File: config.mk
export PLATFORM = sky130hd
export DESIGN_NAME = ysyx_24110006_mem_arbiter_flat
export DESIGN_NICKNAME = d
export VERILOG_FILES = /design/src/rtl/ysyx_24110006_bus_pkg.sv /design/src/rtl/ysyx_24110006_mem_arbiter_if.sv /design/src/rtl/ysyx_24110006_rr_arb.sv /design/src/rtl/ysyx_24110006_mem_arbiter.sv /design/src/flat_wrapper.sv
export SDC_FILE = /design/constraint.sdc
export NUM_CORES = 1
export LEC_CHECK = 0
export CAP_MARGIN = 10
export CORE_AREA = 4 4 109 111
export CTS_CLUSTER_DIAMETER = 80
export DETAILED_ROUTE_END_ITERATION = 16
export DIE_AREA = 0 0 113 115
export GPL_ROUTABILITY_DRIVEN = 0
export PLACE_DENSITY_LB_ADDON = 0.05
export SLEW_MARGIN = 15
export SYNTH_ARGS = -nofsm -noshare
export SYNTH_HDL_FRONTEND = slang
export SYNTH_SLANG_ARGS = --single-unit
File: constraint.sdc
create_clock -name i_clock -period 1.96 [get_ports i_clock]
set_input_delay 0.392 -clock i_clock [delete_from_list [all_inputs] [get_ports i_clock]]
set_output_delay 0.392 -clock i_clock [all_outputs]
set_load 0.01 [all_outputs]
File: src/rtl/ysyx_24110006_bus_pkg.sv
// Shared types for the IFU/LSU memory arbiter.
// State encoding, master indices and default bus widths.
package ysyx_24110006_bus_pkg;

  typedef enum logic [1:0] {
    IDLE,
    REQ,
    RSP
  } state_t;

  localparam logic IFU = 1'b0;
  localparam logic LSU = 1'b1;

  localparam int BUS_ADDR_W = 32;
  localparam int BUS_DATA_W = 32;

endpackage

File: src/rtl/ysyx_24110006_mem_arbiter_if.sv
// Two-master / one-slave memory bus bundle.
// slave: arbiter view; master: view of the IFU, LSU and memory around it.
interface ysyx_24110006_mem_arbiter_if
  import ysyx_24110006_bus_pkg::*;
#(
  parameter int ADDR_W = BUS_ADDR_W,
  parameter int DATA_W = BUS_DATA_W
);

  logic [1:0]              i_m_req_valid;
  logic [1:0]              o_m_req_ready;
  logic [1:0]              i_m_req_wen;
  logic [2*ADDR_W-1:0]     i_m_req_addr;
  logic [2*DATA_W-1:0]     i_m_req_wdata;
  logic [2*DATA_W/8-1:0]   i_m_req_wmask;

  logic [1:0]              o_m_rsp_valid;
  logic [1:0]              i_m_rsp_ready;
  logic [DATA_W-1:0]       o_m_rsp_rdata;
  logic                    o_m_rsp_err;

  logic                    o_s_req_valid;
  logic                    i_s_req_ready;
  logic                    o_s_req_wen;
  logic [ADDR_W-1:0]       o_s_req_addr;
  logic [DATA_W-1:0]       o_s_req_wdata;
  logic [DATA_W/8-1:0]     o_s_req_wmask;

  logic                    i_s_rsp_valid;
  logic                    o_s_rsp_ready;
  logic [DATA_W-1:0]       i_s_rsp_rdata;
  logic                    i_s_rsp_err;

  modport slave (
    input  i_m_req_valid, i_m_req_wen,
    input  i_m_req_addr, i_m_req_wdata,
    input  i_m_req_wmask, i_m_rsp_ready,
    input  i_s_req_ready, i_s_rsp_valid,
    input  i_s_rsp_rdata, i_s_rsp_err,
    output o_m_req_ready, o_m_rsp_valid,
    output o_m_rsp_rdata, o_m_rsp_err,
    output o_s_req_valid, o_s_req_wen,
    output o_s_req_addr, o_s_req_wdata,
    output o_s_req_wmask, o_s_rsp_ready
  );

  modport master (
    output i_m_req_valid, i_m_req_wen,
    output i_m_req_addr, i_m_req_wdata,
    output i_m_req_wmask, i_m_rsp_ready,
    output i_s_req_ready, i_s_rsp_valid,
    output i_s_rsp_rdata, i_s_rsp_err,
    input  o_m_req_ready, o_m_rsp_valid,
    input  o_m_rsp_rdata, o_m_rsp_err,
    input  o_s_req_valid, o_s_req_wen,
    input  o_s_req_addr, o_s_req_wdata,
    input  o_s_req_wmask, o_s_rsp_ready
  );

endinterface

File: src/rtl/ysyx_24110006_rr_arb.sv
// Two-input round-robin pick; on a tie the master
// that did not win last time gets the one-hot grant.
module ysyx_24110006_rr_arb
  import ysyx_24110006_bus_pkg::*;
(
  input  logic [1:0] req,
  input  logic       last,
  output logic [1:0] gnt
);

  always_comb begin
    gnt = 2'b00;
    unique case (1'b1)
      (req == 2'b11): gnt = (last == LSU) ? 2'b01 : 2'b10;
      (req == 2'b01): gnt = 2'b01;
      (req == 2'b10): gnt = 2'b10;
      default:        gnt = 2'b00;
    endcase
  end

endmodule

File: src/rtl/ysyx_24110006_mem_arbiter.sv
// IFU/LSU to single memory slave arbiter.
// One outstanding transaction; request registered, response passed through.
module ysyx_24110006_mem_arbiter
  import ysyx_24110006_bus_pkg::*;
#(
  parameter int ADDR_W = BUS_ADDR_W,
  parameter int DATA_W = BUS_DATA_W
)(
  input logic                        i_clock,
  input logic                        i_reset,
  ysyx_24110006_mem_arbiter_if.slave bus
);

  localparam int MASK_W = DATA_W / 8;

  state_t state_q;
  state_t state_d;

  logic              grant_q;
  logic              last_q;
  logic [1:0]        gnt;
  logic              sel;
  logic              m_hs;

  logic              wen_q;
  logic [ADDR_W-1:0] addr_q;
  logic [DATA_W-1:0] wdata_q;
  logic [MASK_W-1:0] wmask_q;

  logic              wen_sel;
  logic [ADDR_W-1:0] addr_sel;
  logic [DATA_W-1:0] wdata_sel;
  logic [MASK_W-1:0] wmask_sel;

  ysyx_24110006_rr_arb u_rr_arb (
    .req  (bus.i_m_req_valid),
    .last (last_q),
    .gnt  (gnt)
  );

  assign sel  = gnt[1];
  assign m_hs = (state_q == IDLE) && (|gnt);

  assign wen_sel   = bus.i_m_req_wen[sel];
  assign addr_sel  = sel ? bus.i_m_req_addr[2*ADDR_W-1:ADDR_W]
                         : bus.i_m_req_addr[ADDR_W-1:0];
  assign wdata_sel = sel ? bus.i_m_req_wdata[2*DATA_W-1:DATA_W]
                         : bus.i_m_req_wdata[DATA_W-1:0];
  assign wmask_sel = sel ? bus.i_m_req_wmask[2*MASK_W-1:MASK_W]
                         : bus.i_m_req_wmask[MASK_W-1:0];

  assign bus.o_s_req_wen   = wen_q;
  assign bus.o_s_req_addr  = addr_q;
  assign bus.o_s_req_wdata = wdata_q;
  assign bus.o_s_req_wmask = wmask_q;

  always_comb begin
    state_d           = state_q;
    bus.o_m_req_ready = 2'b00;
    bus.o_m_rsp_valid = 2'b00;
    bus.o_m_rsp_rdata = '0;
    bus.o_m_rsp_err   = 1'b0;
    bus.o_s_req_valid = 1'b0;
    bus.o_s_rsp_ready = 1'b0;
    unique case (state_q)
      IDLE: begin
        bus.o_m_req_ready = gnt;
        if (|gnt) state_d = REQ;
      end
      REQ: begin
        bus.o_s_req_valid = 1'b1;
        if (bus.i_s_req_ready) state_d = RSP;
      end
      RSP: begin
        bus.o_s_rsp_ready = bus.i_m_rsp_ready[grant_q];
        bus.o_m_rsp_valid[grant_q] = bus.i_s_rsp_valid;
        bus.o_m_rsp_rdata = bus.i_s_rsp_rdata;
        bus.o_m_rsp_err   = bus.i_s_rsp_err;
        if (bus.i_s_rsp_valid && bus.i_m_rsp_ready[grant_q])
          state_d = IDLE;
      end
      default: state_d = IDLE;
    endcase
  end

  // last_q resets to LSU so the IFU wins the first tie
  always_ff @(posedge i_clock or negedge i_reset) begin
    if (!i_reset) begin
      state_q <= IDLE;
      grant_q <= IFU;
      last_q  <= LSU;
      wen_q   <= 1'b0;
      addr_q  <= '0;
      wdata_q <= '0;
      wmask_q <= '0;
    end else begin
      state_q <= state_d;
      if (m_hs) begin
        grant_q <= sel;
        last_q  <= sel;
        wen_q   <= wen_sel;
        addr_q  <= addr_sel;
        wdata_q <= wdata_sel;
        wmask_q <= wmask_sel;
      end
    end
  end

endmodule

File: src/flat_wrapper.sv
// flat-port wrapper written by rule: the top's interface ports become plain ports
module ysyx_24110006_mem_arbiter_flat import ysyx_24110006_bus_pkg::*;
#(
  parameter int ADDR_W = BUS_ADDR_W,
  parameter int DATA_W = BUS_DATA_W
)
  (i_clock, i_reset, bus_i_m_req_valid, bus_i_m_req_wen, bus_i_m_req_addr, bus_i_m_req_wdata, bus_i_m_req_wmask, bus_i_m_rsp_ready, bus_i_s_req_ready, bus_i_s_rsp_valid, bus_i_s_rsp_rdata, bus_i_s_rsp_err, bus_o_m_req_ready, bus_o_m_rsp_valid, bus_o_m_rsp_rdata, bus_o_m_rsp_err, bus_o_s_req_valid, bus_o_s_req_wen, bus_o_s_req_addr, bus_o_s_req_wdata, bus_o_s_req_wmask, bus_o_s_rsp_ready);
  ysyx_24110006_mem_arbiter_if #(.ADDR_W(ADDR_W), .DATA_W(DATA_W)) bus_i ();
  input logic i_clock;
  input logic i_reset;
  input wire logic [$bits(bus_i.i_m_req_valid)-1:0] bus_i_m_req_valid;
  input wire logic [$bits(bus_i.i_m_req_wen)-1:0] bus_i_m_req_wen;
  input wire logic [$bits(bus_i.i_m_req_addr)-1:0] bus_i_m_req_addr;
  input wire logic [$bits(bus_i.i_m_req_wdata)-1:0] bus_i_m_req_wdata;
  input wire logic [$bits(bus_i.i_m_req_wmask)-1:0] bus_i_m_req_wmask;
  input wire logic [$bits(bus_i.i_m_rsp_ready)-1:0] bus_i_m_rsp_ready;
  input wire logic [$bits(bus_i.i_s_req_ready)-1:0] bus_i_s_req_ready;
  input wire logic [$bits(bus_i.i_s_rsp_valid)-1:0] bus_i_s_rsp_valid;
  input wire logic [$bits(bus_i.i_s_rsp_rdata)-1:0] bus_i_s_rsp_rdata;
  input wire logic [$bits(bus_i.i_s_rsp_err)-1:0] bus_i_s_rsp_err;
  output wire logic [$bits(bus_i.o_m_req_ready)-1:0] bus_o_m_req_ready;
  output wire logic [$bits(bus_i.o_m_rsp_valid)-1:0] bus_o_m_rsp_valid;
  output wire logic [$bits(bus_i.o_m_rsp_rdata)-1:0] bus_o_m_rsp_rdata;
  output wire logic [$bits(bus_i.o_m_rsp_err)-1:0] bus_o_m_rsp_err;
  output wire logic [$bits(bus_i.o_s_req_valid)-1:0] bus_o_s_req_valid;
  output wire logic [$bits(bus_i.o_s_req_wen)-1:0] bus_o_s_req_wen;
  output wire logic [$bits(bus_i.o_s_req_addr)-1:0] bus_o_s_req_addr;
  output wire logic [$bits(bus_i.o_s_req_wdata)-1:0] bus_o_s_req_wdata;
  output wire logic [$bits(bus_i.o_s_req_wmask)-1:0] bus_o_s_req_wmask;
  output wire logic [$bits(bus_i.o_s_rsp_ready)-1:0] bus_o_s_rsp_ready;
  assign bus_i.i_m_req_valid = bus_i_m_req_valid;
  assign bus_i.i_m_req_wen = bus_i_m_req_wen;
  assign bus_i.i_m_req_addr = bus_i_m_req_addr;
  assign bus_i.i_m_req_wdata = bus_i_m_req_wdata;
  assign bus_i.i_m_req_wmask = bus_i_m_req_wmask;
  assign bus_i.i_m_rsp_ready = bus_i_m_rsp_ready;
  assign bus_i.i_s_req_ready = bus_i_s_req_ready;
  assign bus_i.i_s_rsp_valid = bus_i_s_rsp_valid;
  assign bus_i.i_s_rsp_rdata = bus_i_s_rsp_rdata;
  assign bus_i.i_s_rsp_err = bus_i_s_rsp_err;
  assign bus_o_m_req_ready = bus_i.o_m_req_ready;
  assign bus_o_m_rsp_valid = bus_i.o_m_rsp_valid;
  assign bus_o_m_rsp_rdata = bus_i.o_m_rsp_rdata;
  assign bus_o_m_rsp_err = bus_i.o_m_rsp_err;
  assign bus_o_s_req_valid = bus_i.o_s_req_valid;
  assign bus_o_s_req_wen = bus_i.o_s_req_wen;
  assign bus_o_s_req_addr = bus_i.o_s_req_addr;
  assign bus_o_s_req_wdata = bus_i.o_s_req_wdata;
  assign bus_o_s_req_wmask = bus_i.o_s_req_wmask;
  assign bus_o_s_rsp_ready = bus_i.o_s_rsp_ready;
  ysyx_24110006_mem_arbiter #(.ADDR_W(ADDR_W), .DATA_W(DATA_W)) u_core (.i_clock(i_clock), .i_reset(i_reset), .bus(bus_i));
endmodule
==> results of run 1 <==
-- layout make-up --
cell class / count / share of cell area (%)
clock buffers: 12 / 2.22
clock inverters: 4 / 1.07
inverters: 1 / 0.0537
multi-input cells: 333 / 23.9
flip-flops and latches: 73 / 26.1
well taps: 140 / 2.51
repair buffers: 305 / 44.1
-- report_power, final --
| group | switching, mW | internal (mW) |
|---|---|---|
| Clock | 0.571 | 0.788 |
| Sequential | 0.422 | 2.28 |
| Combinational | 2.37 | 2.63 |
| Total | 3.36 | 5.70 |
-- logic make-up (layout without fill, tap and decap cells) --
| family | Yosys count | after routing | share of synthesized area [%] |
|---|---|---|---|
| simple gates | 187 | 187 | 22.1 |
| compound gates | 145 | 145 | 22.4 |
| flops | 73 | 73 | 49.8 |
| buf+inv | 44 | 322 | 5.42 |
| mux | 1 | 1 | 0.272 |
-- sequential cells by signal, summed over array words and instances, names as in the netlist --
register	cells
u_core.state_q	2
u_core.grant_q	1
u_core.bus.o_s_req_wen	1
u_core.last_q	1
u_core.bus.o_s_req_wdata	32
u_core.bus.o_s_req_addr	32
u_core.bus.o_s_req_wmask	4
-- critical path: stages, from the launching register on --
cell	delay, ns
dfrtp_1	0.41
nor2b_4	0.19
buf_12	0.16
and2_1	0.14
clkdlybuf4s15_1	0.28
-- worst max path at each step --
| stage | endpoint | cells past startpoint | from |
|---|---|---|---|
| 6_report | bus_o_m_rsp_err | 4 | u_core.state_q[0]$_DFFE_PN0P_ |
| 5_1_grt | bus_o_m_rsp_err | 4 | u_core.state_q[0]$_DFFE_PN0P_ |
| 4_1_cts | bus_o_m_req_ready[1] | 4 | bus_i_m_req_valid[1] |
| 3_5_place_dp | bus_o_m_req_ready[1] | 4 | bus_i_m_req_valid[1] |
| 3_3_place_gp | bus_o_m_req_ready[1] | 4 | bus_i_m_req_valid[1] |
| 2_1_floorplan | bus_o_m_req_ready[1] | 4 | u_core.last_q$_DFFE_PN1P_ |
-- cells in the final DEF (no fill, tap or decap) --
| cell | synthesis | final |
|---|---|---|
| nand2b_1 | 1 | 1 |
| a21boi_4 | 0 | 1 |
| buf_12 | 0 | 7 |
| nor2_4 | 0 | 1 |
| mux2i_1 | 1 | 1 |
| o21ai_0 | 2 | 2 |
| and2_4 | 1 | 1 |
| buf_4 | 0 | 10 |
| dfstp_2 | 1 | 1 |
| clkbuf_1 | 30 | 1 |
| clkdlybuf4s15_1 | 0 | 24 |
| and3_1 | 2 | 2 |
| dlygate4sd3_1 | 0 | 1 |
| clkdlybuf4s50_1 | 0 | 246 |
| nor3b_1 | 1 | 1 |
| a21bo_2 | 1 | 1 |
| or2_2 | 0 | 1 |
| inv_1 | 1 | 1 |
| nand2_1 | 140 | 140 |
| dfrtp_1 | 72 | 72 |
| nor2b_1 | 3 | 2 |
| clkbuf_2 | 0 | 3 |
| nor2b_4 | 0 | 1 |
| and2_1 | 33 | 33 |
| clkbuf_8 | 0 | 11 |
| clkinvlp_4 | 0 | 2 |
| a21oi_1 | 71 | 71 |
| dlygate4sd2_1 | 0 | 12 |
| nor3_1 | 1 | 1 |
| clkbuf_16 | 0 | 1 |
| a31oi_1 | 70 | 70 |
| buf_6 | 3 | 1 |
| nor2_1 | 4 | 3 |
| bufinv_16 | 0 | 2 |
-- layer usage --
layer / share of wire [%] / global-route usage [%] / vias to the layer above
met3: 8.1 / 6.37 / 31
met4: 3.0 / 9.05 / 0
met5: 0 / 0 / -
met2: 50 / 39.8 / 204
met1: 39 / 26.7 / 2048
li1: - / - / 2081
-- stage by stage --
stage | worst slack (ns) | cell area, µm² | total power, mW | instances | utilization, %
finish | 0.0622 | 6990 | 9.07 | 868 | 64.8
global route | -0.0145 | 6990 | 9.66 | 868 | 64.8
CTS | 0.000586 | 6940 | 9.09 | 867 | 64.3
detailed placement | -0.288 | 6740 | 7.81 | 850 | 62.5
global placement | -0.261 | 6740 | 7.72 | 850 | 62.5
floorplan | 0.322 | 3670 | 4.91 | 450 | -
-- repair_timing --
action	4_1_cts	5_1_grt
cloned	0	1
endpoints found under the hold margin	4	0
hold buffers	1	0
resized for setup	40	33
endpoints found under the setup margin	39	48
==> flow_metrics.py, run 1 <==
metrics = {
    "sta": {
        "holdWs_ns": 0.546,
        "maxSlewViolCount": 0,
        "clock.fmax_mhz": 527,
        "fin_crit_ns": 1.90,
        "finalCritPeriodShare_pct": 96.8,
        "setup_viol": 0,
        "skew_ns": 0.0129,
        "setup-tns-final_ns": 0,
        "worst_slew_pin_slew_ns": 0.753,
        "slew_headroom_pct": 49.8,
        "finalHoldViolCount": 0,
    },
    "global_routing": {
        "antenna_found_initial": 0,
        "grt_max_degree": 70,
        "grt_overflow_total": 0,
        "grt_pass1_wl_um": 23700,
        "grt_pass1_vias": 4348,
        "grtUsageTotal_pct": 22.8,
    },
    "floorplanning": {
        "initial_core_util_pct": 34.0,
        "core_area_um2": 10800,
        "ios": 287,
        "die_h_um": 115,
        "fp.dieW_um": 113,
        "die-area_um2": 13000,
        "rows": 38,
    },
    "clocking": {
        "cts_buffer_depth": 2,
        "cts_root_buffer": "clkbuf_8",
        "cts_max_level": 3,
        "cts_inserted_buffers": 9,
        "cts.sinks": 73,
        "post_cts_buffers": 0,
        "clk_latency_ns": 0.34,
        "cts_tree": "yes",
        "clkTransAtPathRegs_ns": 0.08,
    },
    "worst_setup_path": {
        "timing.rr.start": "u_core.last_q$_DFFE_PN1P_",
        "critPathKind": "register to output port",
        "path_max_fanout": 19,
        "worstRegToRegCells": 4,
        "crit_path_end_kind": "output port",
        "cp-start-kind": "register",
        "r2r_slack_ns": 0.18,
        "r2r_end": "u_core.bus.o_s_req_wdata[31]$_DFFE_PN0P_",
        "crit_required_ns": 1.57,
        "worstPathArrival_ns": 1.51,
    },
    "synthesis": {
        "synthTopCellsByCount": "nand2_1, dfrtp_1, a21oi_1",
        "avgSynthCellArea_um2": 8.16,
        "synth_area_leaders": "dfrtp_1, nand2_1, a31oi_1",
        "synth-seq-area-share_pct": 49.8,
        "syn_area_um2": 3670,
        "synth_top_area_share_pct": 49.0,
        "syn-num-nets": 629,
        "synth_seq_cells": 73,
        "ys_async_sr_fraction_pct": 100,
        "synthCells": 450,
        "ys_warn_count": 0,
        "synth_top_area_cell": "dfrtp_1",
        "yosysUniqueCellTypes": 23,
        "synth-edff-count": 0,
        "synth.most_common_cell": "nand2_1",
        "ys.flop_type": "dfrtp_1",
    },
    "drt": {
        "wirelength_um": 15700,
        "ant_nets": 0,
        "drt-initial-drc-count": 220,
        "viasPerCell": 5.03,
        "wire_per_inst_um": 18.1,
        "firstDrtPassIters": 5,
        "routed-via-count": 4364,
        "drc": 0,
    },
    "power_and_ir_drop": {
        "irDropWorstVdd_v": 0.000732,
        "power_density_nw_per_um2": 1300,
        "p_leak_nw": 2.92,
    },
    "job": {
        "maxCapViolations": 0,
    },
    "finish": {
        "nNetsFinal": 902,
        "multiInputGateArea_um2": 1670,
        "fillers": 946,
        "antennaDiodeCount": 0,
        "seq_area_um2": 1830,
        "syn2layout_area_growth_pct": 90.3,
        "drive_above_1_share_pct": 6.04,
    },
    "placed_design": {
        "port-buffer-count": 286,
        "hpwl_um": 11500,
    },
    "status": {
        "outcome": "completed",
    },
    "min_path": {
        "hold_path.class": "input port to asynchronous set/reset pin",
    },
}
No activity file was read; power rests on OpenSTA's default activity.
==> run 2, diff against run 1 <==
Settings changed: ABC_AREA from default to 1, CORE_AREA 4 4 109 111 to 4 4 114 116, DIE_AREA 0 0 113 115 to 0 0 118 120.
Clock period 1.96 ns to 1.9 ns, I/O delays scaled along.
==> flow_metrics.py, run 2 <==
metrics = {
    "status": {
        "outcome": "completed",
    },
    "finish": {
        "final_util_pct": 64.8,
        "stdcell_count": 1126,
        "nNetsFinal": 1153,
        "drive_above_1_share_pct": 8.27,
        "antennaDiodeCount": 0,
        "fillers": 1073,
        "syn2layout_area_growth_pct": 75.8,
        "final_cell_mix": "clkdlybuf4s50_1, nand2_1, inv_1",
        "final_area_um2": 7720,
        "layout_commonest_cell": "clkdlybuf4s50_1",
    },
    "sta": {
        "slew_headroom_pct": 74.1,
        "fin_ws_ns": 0.0839,
        "setup-tns-final_ns": 0,
        "setup_viol": 0,
        "maxSlewViolCount": 0,
        "skew_ns": 0.00521,
        "holdWs_ns": 0.388,
        "finalCritPeriodShare_pct": 95.6,
        "fin_crit_ns": 1.82,
        "rsz0062_at_grt": "yes",
        "clock.fmax_mhz": 551,
        "worst_slew_pin_slew_ns": 0.389,
        "finalHoldViolCount": 0,
    },
    "worst_setup_path": {
        "path_max_fanout": 3,
        "cpPeakStageDelay_ns": 0.38,
        "cp_slowest_cell": "dfrtp_1",
        "cp.depth": 5,
        "crit_path_end_kind": "output port",
        "r2r_end": "u_core.bus.o_s_req_addr[31]$_DFFE_PN0P_",
        "r2r_slack_ns": 0.39,
        "cp-start-kind": "register",
        "worstPathCellList": "buf_4 > nor2_4 > nand2_1 > a21oi_1 > dlygate4sd2_1",
        "crit_end": "bus_o_m_req_ready[0]",
        "crit_family": "buffers and inverters",
        "worstPathArrival_ns": 1.44,
        "cp-startpoint": "u_core.state_q[1]$_DFFE_PN0P_",
        "critPathKind": "register to output port",
        "timing.rr.start": "u_core.state_q[0]$_DFFE_PN0P_",
        "crit_required_ns": 1.52,
        "critical_path_buf_inv_count": 2,
        "worstRegToRegCells": 7,
    },
    "synthesis": {
        "yosysUniqueCellTypes": 18,
        "avgSynthCellArea_um2": 6.32,
        "synth-seq-area-share_pct": 41.6,
        "synth.most_common_cell": "nand2_1",
        "ys_warn_count": 0,
        "synth_seq_cells": 73,
        "synthCells": 695,
        "ys_async_sr_fraction_pct": 100,
        "ys.flop_type": "dfrtp_1",
        "synth_top_area_cell": "dfrtp_1",
        "synth_area_leaders": "dfrtp_1, nand2_1, nand3_1",
        "synth_top_area_share_pct": 41.0,
        "syn_area_um2": 4390,
        "synth-edff-count": 0,
        "syn-num-nets": 874,
        "synthTopCellsByCount": "nand2_1, inv_1, nand3_1",
    },
    "clocking": {
        "cts_max_level": 3,
        "post_cts_buffers": 0,
        "cts_inserted_buffers": 9,
        "clk_latency_ns": 0.32,
        "cts.sinks": 73,
        "cts_root_buffer": "clkbuf_16",
        "clkTransAtPathRegs_ns": 0.06,
        "cts_tree": "yes",
        "cts_buffer_depth": 2,
    },
    "min_path": {
        "hold_path.class": "input port to asynchronous set/reset pin",
    },
    "power_and_ir_drop": {
        "irDropWorstVdd_v": 0.000609,
        "power_density_nw_per_um2": 1280,
        "p_leak_nw": 4.29,
        "power_mw": 9.86,
    },
    "floorplanning": {
        "fp.dieW_um": 118,
        "die_h_um": 120,
        "ios": 287,
        "die-area_um2": 14200,
        "core_area_um2": 11900,
        "initial_core_util_pct": 36.9,
        "rows": 40,
    },
    "global_routing": {
        "grt_pass1_vias": 5293,
        "grt_overflow_total": 0,
        "grt_max_degree": 72,
        "grt_pass1_wl_um": 26100,
        "antenna_found_initial": 1,
        "grtUsageTotal_pct": 22.5,
    },
    "drt": {
        "wirelength_um": 16100,
        "ant_nets": 0,
        "wire_per_inst_um": 14.3,
        "firstDrtPassIters": 4,
        "drt-initial-drc-count": 173,
        "viasPerCell": 4.60,
        "drc": 0,
        "routed-via-count": 5183,
    },
    "placed_design": {
        "dp_cells": 1109,
        "port-buffer-count": 286,
        "placed_area_um2": 7500,
        "hpwl_um": 12700,
        "dp_slack_ns": -0.150,
    },
    "job": {
        "maxCapViolations": 0,
    },
}
-- run 2: power by group --
| part | total [mW] | internal, mW | switching, mW | leakage [nW] |
|---|---|---|---|---|
| clock network | 1.84 | 1.22 | 0.622 | 0.162 |
| logic | 5.24 | 2.59 | 2.65 | 3.24 |
| registers | 2.79 | 2.36 | 0.427 | 0.885 |
-- run 2: area by class of cell --
class                           count  area (µm²)  area share (%)
Sequential cell                    73        1830            23.7
Timing Repair Buffer              307        2970            38.5
Tap cell                          147         184            2.38
Clock buffer                       11         253            3.27
Multi-Input combinational cell    402        1730            22.4
Clock inverter                      5        77.6            1.01
Inverter                          181         679            8.80
-- run 2: worst min-delay path by stage --
stage	startpoint	end	slack [ns]	cells after the start
finish	i_reset	u_core.bus.o_s_req_addr[6]$_DFFE_PN0P_	0.39	2
floorplan	i_reset	u_core.bus.o_s_req_addr[0]$_DFFE_PN0P_	0.08	0
detailed placement	i_reset	u_core.bus.o_s_req_addr[6]$_DFFE_PN0P_	0.18	1
global placement	i_reset	u_core.bus.o_s_req_addr[6]$_DFFE_PN0P_	0.18	1
global route	i_reset	u_core.bus.o_s_req_addr[6]$_DFFE_PN0P_	0.39	2
CTS	i_reset	u_core.bus.o_s_req_addr[6]$_DFFE_PN0P_	0.38	2
-- run 2: routing by layer --
layer / part of all wire (%) / track usage, % / vias up
met4: 2.9 / 8.50 / 2
met3: 6.7 / 6.27 / 33
met5: 0.081 / 0 / -
li1: - / - / 2583
met1: 38 / 24.7 / 2367
met2: 52 / 41.3 / 198
-- run 2: cell families (layout without fill, tap and decap cells) --
kind of cell,count (synthesis),in the layout,share of synthesized area (%)
buffers and inverters,220,504,19.6
DFF,73,73,41.6
AOI/OAI and AO/OA,4,4,0.513
and+or+nand+nor,398,398,38.3
-- run 2: what timing repair did --
| item | CTS | global route |
|---|---|---|
| endpoints found under the setup margin | 39 | 36 |
| hold buffers | 1 | 0 |
| resized for setup | 64 | 53 |
| pin swaps | 1 | 0 |
| hold endpoints to repair | 2 | 0 |
